===== src/rtl/deco_7seg_scan.sv =====
// deco_7seg_scan: multiplexed N-digit hex 7-segment driver with double-buffered load and leading-zero blanking.
module deco_7seg_scan #(
  parameter int DIGITS         = 4,
  parameter int REFRESH_DIV    = 1000,
  parameter int SEG_ACTIVE_LOW = 0,
  parameter int DIG_ACTIVE_LOW = 0
) (
  input  logic                  clk,
  input  logic                  rst,
  input  logic [4*DIGITS-1:0]   value_i,
  input  logic                  load_i,
  input  logic [DIGITS-1:0]     dp_i,
  input  logic                  lzb_en_i,
  input  logic                  blank_i,
  output logic [6:0]            seg_o,
  output logic                  dp_o,
  output logic [DIGITS-1:0]     dig_o,
  output logic                  frame_o
);
  localparam int PW = $clog2(REFRESH_DIV);
  localparam int IW = DIGITS > 1 ? $clog2(DIGITS) : 1;
  localparam logic SP = SEG_ACTIVE_LOW != 0;
  localparam logic DP = DIG_ACTIVE_LOW != 0;

  logic [PW-1:0]       r_pre;
  logic [IW-1:0]       r_idx;
  logic [4*DIGITS-1:0] r_sh_val, r_disp_val;
  logic [DIGITS-1:0]   r_sh_dp, r_disp_dp;
  logic [6:0]          r_seg;
  logic                r_dp, r_frame;
  logic [DIGITS-1:0]   r_dig;

  logic                w_tick, w_last, w_frame, w_lz;
  logic [4*DIGITS-1:0] w_hi;
  logic [DIGITS-1:0]   w_dps, w_onehot;
  logic [6:0]          w_dec, w_seg;

  function automatic logic [6:0] decode(input logic [3:0] n);
    case (n)
      4'h0: decode = 7'b0111111;
      4'h1: decode = 7'b0000110;
      4'h2: decode = 7'b1011011;
      4'h3: decode = 7'b1001111;
      4'h4: decode = 7'b1100110;
      4'h5: decode = 7'b1101101;
      4'h6: decode = 7'b1111101;
      4'h7: decode = 7'b0000111;
      4'h8: decode = 7'b1111111;
      4'h9: decode = 7'b1101111;
      4'hA: decode = 7'b1110111;
      4'hB: decode = 7'b1111100;
      4'hC: decode = 7'b0111001;
      4'hD: decode = 7'b1011110;
      4'hE: decode = 7'b1111001;
      default: decode = 7'b1110001;
    endcase
  endfunction

  // Shifting the display down by the index leaves only this digit and the ones above it,
  // so an all-zero remainder means this digit is a leading zero.
  always_comb begin
    w_tick   = r_pre == PW'(REFRESH_DIV - 1);
    w_last   = r_idx == IW'(DIGITS - 1);
    w_frame  = w_tick && w_last;
    w_hi     = r_disp_val >> {r_idx, 2'b00};
    w_dps    = r_disp_dp >> r_idx;
    w_onehot = DIGITS'(1) << r_idx;
    w_lz     = lzb_en_i && r_idx != '0 && w_hi == '0;
    w_dec    = decode(w_hi[3:0]);
    w_seg    = w_lz ? 7'b0 : w_dec;
  end

  always_ff @(posedge clk) begin
    if (rst) begin
      r_pre      <= '0;
      r_idx      <= '0;
      r_sh_val   <= '0;
      r_sh_dp    <= '0;
      r_disp_val <= '0;
      r_disp_dp  <= '0;
      r_seg      <= {7{SP}};
      r_dp       <= SP;
      r_dig      <= {DIGITS{DP}};
      r_frame    <= 1'b0;
    end else begin
      r_pre      <= w_tick ? '0 : r_pre + 1'b1;
      r_idx      <= w_tick ? (w_last ? '0 : r_idx + 1'b1) : r_idx;
      r_sh_val   <= load_i ? value_i : r_sh_val;
      r_sh_dp    <= load_i ? dp_i : r_sh_dp;
      r_disp_val <= w_frame ? r_sh_val : r_disp_val;
      r_disp_dp  <= w_frame ? r_sh_dp : r_disp_dp;
      r_seg      <= w_seg ^ {7{SP}};
      r_dp       <= w_dps[0] ^ SP;
      r_dig      <= (blank_i ? '0 : w_onehot) ^ {DIGITS{DP}};
      r_frame    <= w_frame;
    end
  end

  assign seg_o   = r_seg;
  assign dp_o    = r_dp;
  assign dig_o   = r_dig;
  assign frame_o = r_frame;
endmodule


===== config.mk =====
export PLATFORM = sky130hd
export DESIGN_NAME = deco_7seg_scan
export DESIGN_NICKNAME = d
export VERILOG_FILES = /design/src/rtl/deco_7seg_scan.sv
export SDC_FILE = /design/constraint.sdc
export NUM_CORES = 1
export LEC_CHECK = 0
export BUFFER_PORTS_ARGS = -buffer_cell sky130_fd_sc_hd__buf_2
export CAP_MARGIN = 20
export CORE_MARGIN = 8
export CORE_UTILIZATION = 56
export DETAILED_ROUTE_END_ITERATION = 16
export GPL_ROUTABILITY_DRIVEN = 1
export PLACE_DENSITY = 0.78
export SLEW_MARGIN = 20
export SYNTH_ARGS = -nofsm -noshare
export SYNTH_HDL_FRONTEND = slang
export SYNTH_SLANG_ARGS = --single-unit
export TNS_END_PERCENT = 30

===== constraint.sdc =====
create_clock -name clk -period 2.5 [get_ports clk]
set_input_delay 0.5 -clock clk [delete_from_list [all_inputs] [get_ports clk]]
set_output_delay 0.5 -clock clk [all_outputs]
set_load 0.05 [all_outputs]

; Word level (Yosys, flattened, before mapping)
; Memories as Yosys holds them, arrays and structs flattened. A register that Yosys moved wholly into a read port is not among the register bits.
; Index checks and enable logic that the tools add are counted.
[op_classes]
addsub = 2
eq_ne = 2
shift = 3
n_mux = 1
reduce_logical = 8
[ops]
columns = operator, count
row1 = $logic_not A16 Y1, 1
row2 = $shr A16 B4 Y16, 1
row3 = $add A10 B1 Y10 const B, 1
row4 = $eq A10 B10 Y1 const B, 1
row5 = $reduce_or A2 Y1, 3
row6 = $shl A1 B2 Y4 const A, 1
row7 = $shr A4 B2 Y1, 1
row8 = $logic_and A1 B1 Y1, 3
row9 = $add A2 B1 Y2 const B, 1
row10 = $eq A2 B2 Y1 const B, 1
row11 = $mux W2, 1
row12 = $reduce_bool A2 Y1, 1
[word_totals]
regBits = 58
romBits = 112
out_inout_bits = 13
mem_count = 1
[mem_list]
columns = memory, depth, word_bits, read_ports, rd_clocked_by_memory_dff, write_ports, line
row1 = (name not given), 16, 7, 1, 1, 0, 39  ; case (n)

; Depth between registers and ports, before layout
; Gate-level depths: netlist of the first run.
[logic_depth]
word_depth = 4
depth_mapped = 8
ltp_nobuf = 7

; Least setup slack after synthesis of the first run
; Ideal clock, no wire load.
[synth_path]
kind = reg-to-reg
from = register r_idx[0]
to = register r_seg[0] (netlist: seg_o[0])
arrival_ps = 2159
required_ps = 2357
path_slack_ps = 198
stages_incl_launch_ff = 9
path_buffers = 1
synth_period_minus_slack_ps = 2302
cell_sequence = dfxtp_1 -> buf_6 -> mux4_2 -> inv_1 -> ha_1 -> and3b_1 -> o211ai_1 -> a22oi_1 -> nor3_1
[synth_via]
elab_chain_cells = 4
[synth_rtl]
columns = item, line
row1 = from (decl), 26  ; logic [IW-1:0] r_idx;
row2 = from (signal assigned), 87  ; r_idx <= w_tick ? (w_last ? '0 : r_idx + 1'b1) : r_idx;
row3 = $shr A16 B4 Y16 or $reduce_bool A2 Y1 (tied branches), "65, 68"
row4 = $logic_not A16 Y1 or $logic_and A1 B1 Y1 (tied branches), 68  ; w_lz = lzb_en_i && r_idx != '0 && w_hi == '0;
row5 = $logic_and A1 B1 Y1, 68
row6 = $reduce_or A2 Y1 (no source line), n/a
row7 = to (decl), 29  ; logic [6:0] r_seg;
; Several ways; a longest one is shown, not always the timed one.
; A chain may end at the register's enable or synchronous reset.

; Worst setup path in the final report of the first run
[layout_path]
from = register r_idx[0]
to = register r_seg[2] (netlist: seg_o[2])
; Same word-level chain as after synthesis.

==> results of run 1 <==
## power by group through the flow
stage	logic, uW	clock network, uW	registers [uW]
after floorplan	59.1	0	1120
after global placement	114	0	1100
after detailed placement	118	0	1100
after CTS	118	865	1080
after global routing	131	921	1080
final	117	846	1080
## placed cells by master, fill, tap and decap left out, types with 3 or more instances in the layout
master / n
dfxtp_1: 65
nor2_1: 43
buf_2: 37
mux2i_1: 23
a22o_1: 20
xnor2_1: 11
ha_1: 10
clkbuf_8: 9
inv_1: 7
mux4_2: 6
buf_4: 6
and3_1: 5
nor3_1: 5
nand2_1: 4
nor4_1: 4
clkinv_2: 4
a211oi_1: 3
## through the flow
stage,setup slack [ns],std cells,util [%],area [sq um],hold WS [ns]
finish,0.331,343,65.8,3070,0.360
detailed placement,0.347,327,61.8,2880,0.440
global placement,0.428,327,61.8,2880,0.432
global route,0.212,343,65.8,3070,0.356
floorplan,0.198,244,-,2670,0.418
CTS,0.338,343,65.8,3070,0.341
## path summary, 6_finish.rpt
check                   endpoint  slack, ns  cells past startpoint             startpoint
min          dig_o[0]$_SDFF_PP0_       0.36                      2                blank_i
max          seg_o[2]$_SDFF_PP0_       0.33                      8  r_idx[0]$_SDFFE_PP0N_
min reg2reg  r_pre[0]$_SDFF_PP0_       0.45                      1    r_pre[0]$_SDFF_PP0_
max reg2reg  seg_o[2]$_SDFF_PP0_       0.33                      8  r_idx[0]$_SDFFE_PP0N_
## cells in the mapped netlist (all sizes together) (5+ instances only)
cell type  number  share of area (%)
and3            5                1.2
nor2           43                6.1
a22o           20                6.6
inv             7               0.99
mux4            6                5.1
ha             10                4.7
dfxtp          65                 49
xnor2          11                3.6
buf            10                2.5
mux2i          23                8.6
nor3            6                1.3
## final cells by class
| class | instances | share of cell area (%) |
|---|---|---|
| clock inverter | 6 | 1.92 |
| tap | 54 | 2.20 |
| sequential | 65 | 42.4 |
| inverter | 7 | 0.856 |
| multi-input combinational | 158 | 40.9 |
| timing repair buffer | 43 | 7.50 |
| clock buffer | 10 | 4.16 |
## registers in the layout (all words and copies together), names as in the netlist
name,flops
r_sh_dp,4
frame_o,1
r_pre,10
dig_o,4
r_idx,2
r_sh_val,16
r_disp_val,16
r_disp_dp,4
seg_o,7
dp_o,1
## layer usage
| layer | global-route usage, % | wire length (microns) | share of wire, % | vias up |
|---|---|---|---|---|
| met5 | 0 | 0 | 0 | - |
| met4 | 7.93 | 97 | 1.9 | 0 |
| met3 | 6.56 | 282 | 5.4 | 7 |
| met2 | 23.9 | 2420 | 46 | 38 |
| met1 | 19.1 | 2410 | 46 | 874 |
| li1 | - | - | - | 946 |
## kinds of logic after synthesis
family                     Yosys count  synth area share (%)
adders and majority gates           10                  4.69
buffers and inverters               21                  4.04
and+or+nand+nor                     71                  12.5
AOI/OAI and AO/OA                   33                  10.8
DFF                                 65                  48.8
muxes                               31                  14.8
xor gates and xnor gates            13                  4.27
==> reports/summary.txt, run 1 <==
Cells after Synth: 244
Post-CTS Setup Bufs: 0
asr flop ratio synth: 0%
CP Buf/Inv Count: 2
Final Power: 2040 uW
Detailed Route Iter0 Violations: 117
Final period util: 86.7%
Core Area: 4660 sq um
worst path cell trace: mux4_2, inv_1, ha_1, and3b_1, o211ai_1, a22oi_1, buf_4, a221oi_1
Slowest-stage cell, CP: mux4_2
ant diodes: 0
Residual DRC: 0
Synth cell types: 36
Syn Nets: 279
Pre-Repair DR Iteration Count: 4
vias in the first global route: 1,897
Flop pwr share: 52.9%
DRT antenna net count: 0
Avg Cell Area, Syn: 10.9 sq um
# fillers: 385
Net Sw Power: 475 uW
critical path class: flop to flop
H-tree depth: 3
footprint of the multi-input gates: 1260 sq um
Ports: 38
status: complete, no violations
GRT Overall Usage: 15.9%
Via density: 5.44
RD Place Congestion: 0.788
initial antenna violation count: 0
CP arrival: 2.38 ns
Clock Latency Late Sink: 0.34 ns
Die Area: 7220 sq um
VDD IR-drop max: 0.000587 V
hold crit path type: input port to flop
RSZ-0062 raised after global routing: no
CTS Root Cell: clkbuf_8
Post-CTS Hold Buffers: 0
Mapped Area: 2670 sq um
Critical Path Fanout Max: 7
Die W: 85.0 microns
PortBufs: 37
leakage power: 0.00133 uW
Max Cap Viol: 0
largest net degree at the start of global routing: 29
Crit path max-delay family: multiplexers
WP data required: 2.71 ns
setup violators final: 0
Placement Rows: 25
Slew @ Worst Pin: 0.597 ns
Synthesis Warnings: 0
Sw Share: 23.3%
element type at the critical path start: flop
cell area power density: 666 nW/um^2
Slew Viols, Final: 0
FMAX: 461 MHz
via count: 1,865
Internal: 1570 uW
CTS tree: yes
Final HPWL DP: 3.81 mm
TritonCTS Buffers: 9
first-pass GRT wire length: 9.14 mm
Area Growth Syn to Fin: 15.1%
Fin. Hold Viols: 0
register area: 1300 sq um
Slew headroom: 60.2%
nets: 319
element type at the critical path end: flop
FF+latch count, synth: 65
clk slew on worst S/H paths: 0.07 ns
wire length per cell: 15.2 microns
Post-synth EDFFs: 0
Die H: 85.0 microns
Synth Flop Type: dfxtp_1
combinational power share: 5.7%
Period minus WS final: 2.17 ns
clock net sink count: 65
grt ovf: 0
setup_tns: 0 ns
Clk pwr share: 41.4%
CP peak stage delay: 0.57 ns
register area share after synthesis: 48.8%
post-CTS resize count: 0
proportion of layout cells with a drive suffix above 1: 24.6%
WL final: 5.21 mm
initial core utilization: 57.2%
Fin Clk Skew: 0.00595 ns
Clock Path Buffers: 2
Note: power is estimated with default switching activity, not from simulation.
==> run 2, diff against run 1 <==
--- a/config.mk
+++ b/config.mk
@@ -5,13 +5,13 @@
 export SDC_FILE = /design/constraint.sdc
 export NUM_CORES = 1
 export LEC_CHECK = 0
-export BUFFER_PORTS_ARGS = -buffer_cell sky130_fd_sc_hd__buf_2
 export CAP_MARGIN = 20
 export CORE_MARGIN = 8
-export CORE_UTILIZATION = 56
+export CORE_UTILIZATION = 45
 export DETAILED_ROUTE_END_ITERATION = 16
+export DONT_BUFFER_PORTS = 1
 export GPL_ROUTABILITY_DRIVEN = 1
-export PLACE_DENSITY = 0.78
+export GPL_TIMING_DRIVEN = 0
 export SLEW_MARGIN = 20
 export SYNTH_ARGS = -nofsm -noshare
 export SYNTH_HDL_FRONTEND = slang
==> run 2 against run 1 <==
Against the previous run:
- routed wire length up 3.7%
- register-to-register slack worse by 0.09 ns
- clock skew down 0.0022 ns
- critical endpoint unchanged
- largest power group unchanged
==> reports/summary.txt, run 2 (synthesis results as in run 1) <==
status: complete, no violations
initial antenna violation count: 0 (unchanged)
Max Cap Viol: 0 (unchanged)
critical path class: flop to flop
Post-CTS Hold Buffers: 0 (unchanged)
leakage power: 0.00118 uW (-11%)
Clk pwr share: 39.4% (-2.0 points)
DRT antenna net count: 0 (unchanged)
FMAX: 442 MHz (-4.2%)
Internal: 1480 uW (-5.8%)
Net Sw Power: 466 uW (-2.0%)
CTS Root Cell: clkbuf_8
via count: 1,760 (-5.6%)
RD Place Congestion: 0.796 (+1.0%)
ant diodes: 0 (unchanged)
top flop regs: r_disp_val (16), r_sh_val (16), r_pre (10)
CP peak stage delay: 0.56 ns (about the same)
Area Growth Syn to Fin: 10.1%
Non-Filler Instances: 335 (-2.3%)
RSZ-0062 raised after global routing: no
Sw Share: 24.0% (+0.72 points)
most common cell after layout, fill and taps aside: dfxtp_1
Slew @ Worst Pin: 0.762 ns (+0.165 ns)
Core Area: 5820 sq um (+25%)
TritonCTS Buffers: 9 (unchanged)
CP arrival: 2.49 ns (+0.11 ns)
proportion of layout cells with a drive suffix above 1: 13.8% (-11 points)
largest net degree at the start of global routing: 11 (-62%)
H-tree depth: 3 (unchanged)
Period minus WS final: 2.26 ns (+0.0941 ns)
first-pass GRT wire length: 8.83 mm (-3.4%)
CTS tree: yes
Clock Latency Late Sink: 0.34 ns (about the same)
placed cells: 319 (-2.4%)
element type at the critical path start: flop
Fin Clk Skew: 0.00377 ns (-0.00219 ns)
Slew headroom: 49.2% (-11 points)
Placement Rows: 28 (+12%)
grt ovf: 0 (unchanged)
hold crit path type: input port to flop
Die H: 93.0 microns (+9.4%)
wire length per cell: 16.1 microns (+6.2%)
Residual DRC: 0 (unchanged)
Final period util: 90.5% (+3.8 points)
worst path cell trace: buf_6, mux4_2, inv_1, ha_1, and3b_1, o211ai_1, a22oi_2, buf_4, a221oi_1
Flop pwr share: 56.8% (+3.9 points)
Detailed Route Iter0 Violations: 61 (-48%)
clk slew on worst S/H paths: 0.07 ns (about the same)
PortBufs: 0 (-100%)
VDD IR-drop max: 0.000335 V (-43%)
cell area power density: 662 nW/um^2 (-0.62%)
Fin. Hold Viols: 0 (unchanged)
initial core utilization: 45.8% (-11 points)
Pre-Repair DR Iteration Count: 4 (unchanged)
combinational power share: 3.8% (-1.9 points)
Slew Viols, Final: 0 (unchanged)
element type at the critical path end: flop
WP data required: 2.72 ns (about the same)
WL final: 5.41 mm (+3.7%)
Critical Path Fanout Max: 10 (+3)
Slowest-stage cell, CP: mux4_2
vias in the first global route: 1,770 (-6.7%)
nets: 291 (-8.8%)
Clock Path Buffers: 2 (unchanged)
post-layout util: 50.5% (-15 points)
Final HPWL DP: 3.92 mm (+2.8%)
clock net sink count: 65 (unchanged)
Die Area: 8640 sq um (+20%)
most frequent cells in the layout: dfxtp_1 (65), nor2_1 (43), mux2i_1 (23)
Die W: 93.0 microns (+9.4%)
Via density: 5.25 (-3.4%)
Ports: 38 (unchanged)
setup violators final: 0 (unchanged)
GRT Overall Usage: 13.2% (-2.7 points)
==> run 2: worst max-delay path, delay by kind of cell (launching register included) <==
family                     cells  cell delay [ns]
adders and majority gates      1             0.19
muxes                          1             0.56
DFF                            1             0.40
and+or+nand+nor                1             0.16
AOI/OAI and AO/OA              3             0.32
buffers and inverters          3             0.53
==> run 2: final cells by class <==
type | instances | area [sq um]
buffer | 14 | 81.3
sequential | 65 | 1300
fill | 551 | 2880
clock inverter | 3 | 17.5
inverter | 7 | 26.3
timing repair buffer | 1 | 7.51
clock buffer | 12 | 145
multi-input combinational | 158 | 1260
tap | 75 | 93.8
==> run 2: path summary, 6_finish.rpt <==
check | start | to | slack (ns) | cells after the start
max | r_idx[0]$_SDFFE_PP0N_ | seg_o[2]$_SDFF_PP0_ | 0.24 | 9
min | blank_i | dig_o[0]$_SDFF_PP0_ | 0.23 | 1
max reg2reg | r_idx[0]$_SDFFE_PP0N_ | seg_o[2]$_SDFF_PP0_ | 0.24 | 9
min reg2reg | r_pre[0]$_SDFF_PP0_ | r_pre[0]$_SDFF_PP0_ | 0.45 | 1
==> run 2: routing by layer <==
metal	share of wire, %	GRT usage [%]	vias up	wire length [microns]
li1	-	-	888	-
met1	47	16.0	826	2540
met2	44	19.8	35	2370
met3	7.1	5.18	11	383
met4	2.1	6.85	0	116
met5	0	0	-	0
==> run 2: repair_timing <==
action	in CTS	in global routing
resized for setup	1	0
setup endpoints to repair	7	7
pin swaps	0	1
setup buffers	0	1
==> run 2: per-stage QoR <==
step           power, uW  cell area, sq um  hold slack [ns]  setup slack [ns]  setup TNS (ns)
6_report            1940              2930            0.229             0.237               0
3_5_place_dp        1200              2760            0.436            -0.118          -0.594
3_3_place_gp        1200              2760            0.433           -0.0915          -0.394
5_1_grt             2030              2930            0.222             0.106               0
2_1_floorplan       1180              2670            0.418             0.198               0
4_1_cts             1960              2930            0.221            0.0824               0
==> run 2: power by group through the flow <==
stage / clock, uW / combinational (uW) / sequential [uW]
final: 765 / 73.5 / 1100
after global routing: 844 / 83.3 / 1110
after CTS: 783 / 73.5 / 1100
after detailed placement: 0 / 73.1 / 1130
after global placement: 0 / 70.2 / 1130
after floorplan: 0 / 59.1 / 1120
==> run 3, diff against run 2 <==
==> constraint.sdc (replaced) <==
create_clock -name clk -period 2.85 [get_ports clk]
set_input_delay 0.57 -clock clk [delete_from_list [all_inputs] [get_ports clk]]
set_output_delay 0.57 -clock clk [all_outputs]
set_load 0.05 [all_outputs]
==> run 3 against run 2 <==
Against the previous run:
- core utilization down 0.22 points
- sequential cell count is the same
- maximum frequency down 13%
- via count down 0.11%
==> reports/summary.txt, run 3 (synthesis results as in run 1) <==
Clock Path Buffers: 2 (unchanged)
Die H: 93.0 microns (unchanged)
via count: 1,758 (-0.11%)
element type at the critical path start: flop
leakage power: 0.00117 uW (-0.44%)
Final period util: 91.5% (+1.0 points)
Area Growth Syn to Fin: 9.62%
most common cell after layout, fill and taps aside: dfxtp_1
Core Area: 5820 sq um (unchanged)
CP arrival: 2.81 ns (+0.32 ns)
Die W: 93.0 microns (unchanged)
status: complete, no violations
Setup WS post-layout: 0.242 ns (+0.00482 ns)
most frequent cells in the layout: dfxtp_1 (65), nor2_1 (43), mux2i_1 (23)
Final Power: 1700 uW (-12%)
top flop regs: r_disp_val (16), r_sh_val (16), r_pre (10)
largest net degree at the start of global routing: 11 (unchanged)
VDD IR-drop max: 0.000293 V (-13%)
Critical Path Fanout Max: 10 (unchanged)
Pre-Repair DR Iteration Count: 4 (unchanged)
Finished Cell Area: 2920 sq um (-0.43%)
DRT antenna net count: 0 (unchanged)
Slew @ Worst Pin: 0.762 ns (+0.0000765 ns)
initial antenna violation count: 0 (unchanged)
wire length per cell: 16.2 microns (+0.19%)
GRT Overall Usage: 13.2% (unchanged)
CTS Root Cell: clkbuf_8
H-tree depth: 3 (unchanged)
Slew Viols, Final: 0 (unchanged)
Clock Latency Late Sink: 0.34 ns (about the same)
TritonCTS Buffers: 9 (unchanged)
FMAX: 383 MHz (-13%)
# fillers: 550 (-0.18%)
RSZ-0062 raised after global routing: no
RD Place Congestion: 0.796 (unchanged)
critical path class: flop to flop
clk slew on worst S/H paths: 0.07 ns (about the same)
proportion of layout cells with a drive suffix above 1: 13.1% (-0.72 points)
Via density: 5.26 (+0.19%)
element type at the critical path end: flop
WP data required: 3.05 ns (+0.33 ns)
vias in the first global route: 1,770 (unchanged)
Post-CTS Hold Buffers: 0 (unchanged)
CP startpoint: r_idx[0]$_SDFFE_PP0N_
post-CTS resize count: 0 (-1)
Hold WS: 0.303 ns (+0.0732 ns)
Detailed Route Iter0 Violations: 65 (+6.6%)
Fin Clk Skew: 0.00363 ns (-0.000135 ns)
Residual DRC: 0 (unchanged)
first-pass GRT wire length: 8.83 mm (unchanged)
Fin. Hold Viols: 0 (unchanged)
Ports: 38 (unchanged)
Die Area: 8640 sq um (unchanged)
worst r2r src: r_idx[0]$_SDFFE_PP0N_
setup violators final: 0 (unchanged)
Period minus WS final: 2.61 ns (+0.345 ns)
nets: 290 (-0.34%)
Worst R2R Setup Slack: 0.24 ns (about the same)
register area: 1300 sq um (unchanged)
setup_tns: 0 ns (unchanged)
clock net sink count: 65 (unchanged)
PortBufs: 0 (unchanged)
hold crit path type: input port to flop
Post-CTS Setup Bufs: 0 (unchanged)
Slew headroom: 49.2% (about the same)
ant diodes: 0 (unchanged)
cell area power density: 582 nW/um^2 (-12%)
Placement Rows: 28 (unchanged)
Final HPWL DP: 3.92 mm (unchanged)
WL final: 5.40 mm (-0.11%)
initial core utilization: 45.8% (unchanged)
Hold Path Origin: blank_i
dpl ws: 0.232 ns (+0.350 ns)
grt ovf: 0 (unchanged)
Post-DP Area: 2760 sq um (unchanged)
CTS tree: yes
footprint of the multi-input gates: 1260 sq um (-0.40%)
Max Cap Viol: 0 (unchanged)
[run 3: changes by cell type in the layout (fill, tap and decap cells not counted)]
cell | before | now
a22oi_2 | 1 | 0
buf_4 | 1 | 0
a22oi_1 | 0 | 1
[run 3: final cells by class]
cell class | instances | share of cell area (%)
sequential | 65 | 44.5
multi-input combinational | 158 | 43.0
clock buffer | 12 | 4.97
tap | 75 | 3.21
buffer | 14 | 2.78
inverter | 7 | 0.899
clock inverter | 3 | 0.600
[run 3: path summary, 6_finish.rpt]
kind / end / cells after the start
max reg2reg: seg_o[0]$_SDFF_PP0_ / 8
min: dig_o[0]$_SDFF_PP0_ / 1
max: seg_o[0]$_SDFF_PP0_ / 8
min reg2reg: r_pre[0]$_SDFF_PP0_ / 1
[run 3: through the flow]
stage / util, % / cells
floorplan: - / 244
global placement: 47.4 / 319
detailed placement: 47.4 / 319
CTS: 50.2 / 334
global route: 50.2 / 334
finish: 50.2 / 334
[run 3: layer usage]
metal | wire (microns) | up-vias | track usage (%)
met5 | 0 | - | 0
met4 | 96 | 0 | 6.85
met3 | 379 | 10 | 5.18
met2 | 2350 | 38 | 19.8
met1 | 2570 | 825 | 16.0
li1 | - | 885 | -
[run 3: where the power goes]
part / internal (uW) / switching (uW) / total (uW) / leakage, uW
Sequential: 934 / 32.9 / 967 / 0.000531
Clock: 332 / 338 / 670 / 0.0000822
Combinational: 26.6 / 36.1 / 62.7 / 0.000558
Total: 1290 / 407 / 1700 / 0.00117
[run 3: worst max-delay path: stages, from the launching register on]
cell      delay, ns
dfxtp_1        0.40
buf_6          0.18
mux4_2         0.56
inv_1          0.17
ha_1           0.19
and3b_1        0.15
o211ai_1       0.08
a22oi_1        0.60
nor3_1         0.13
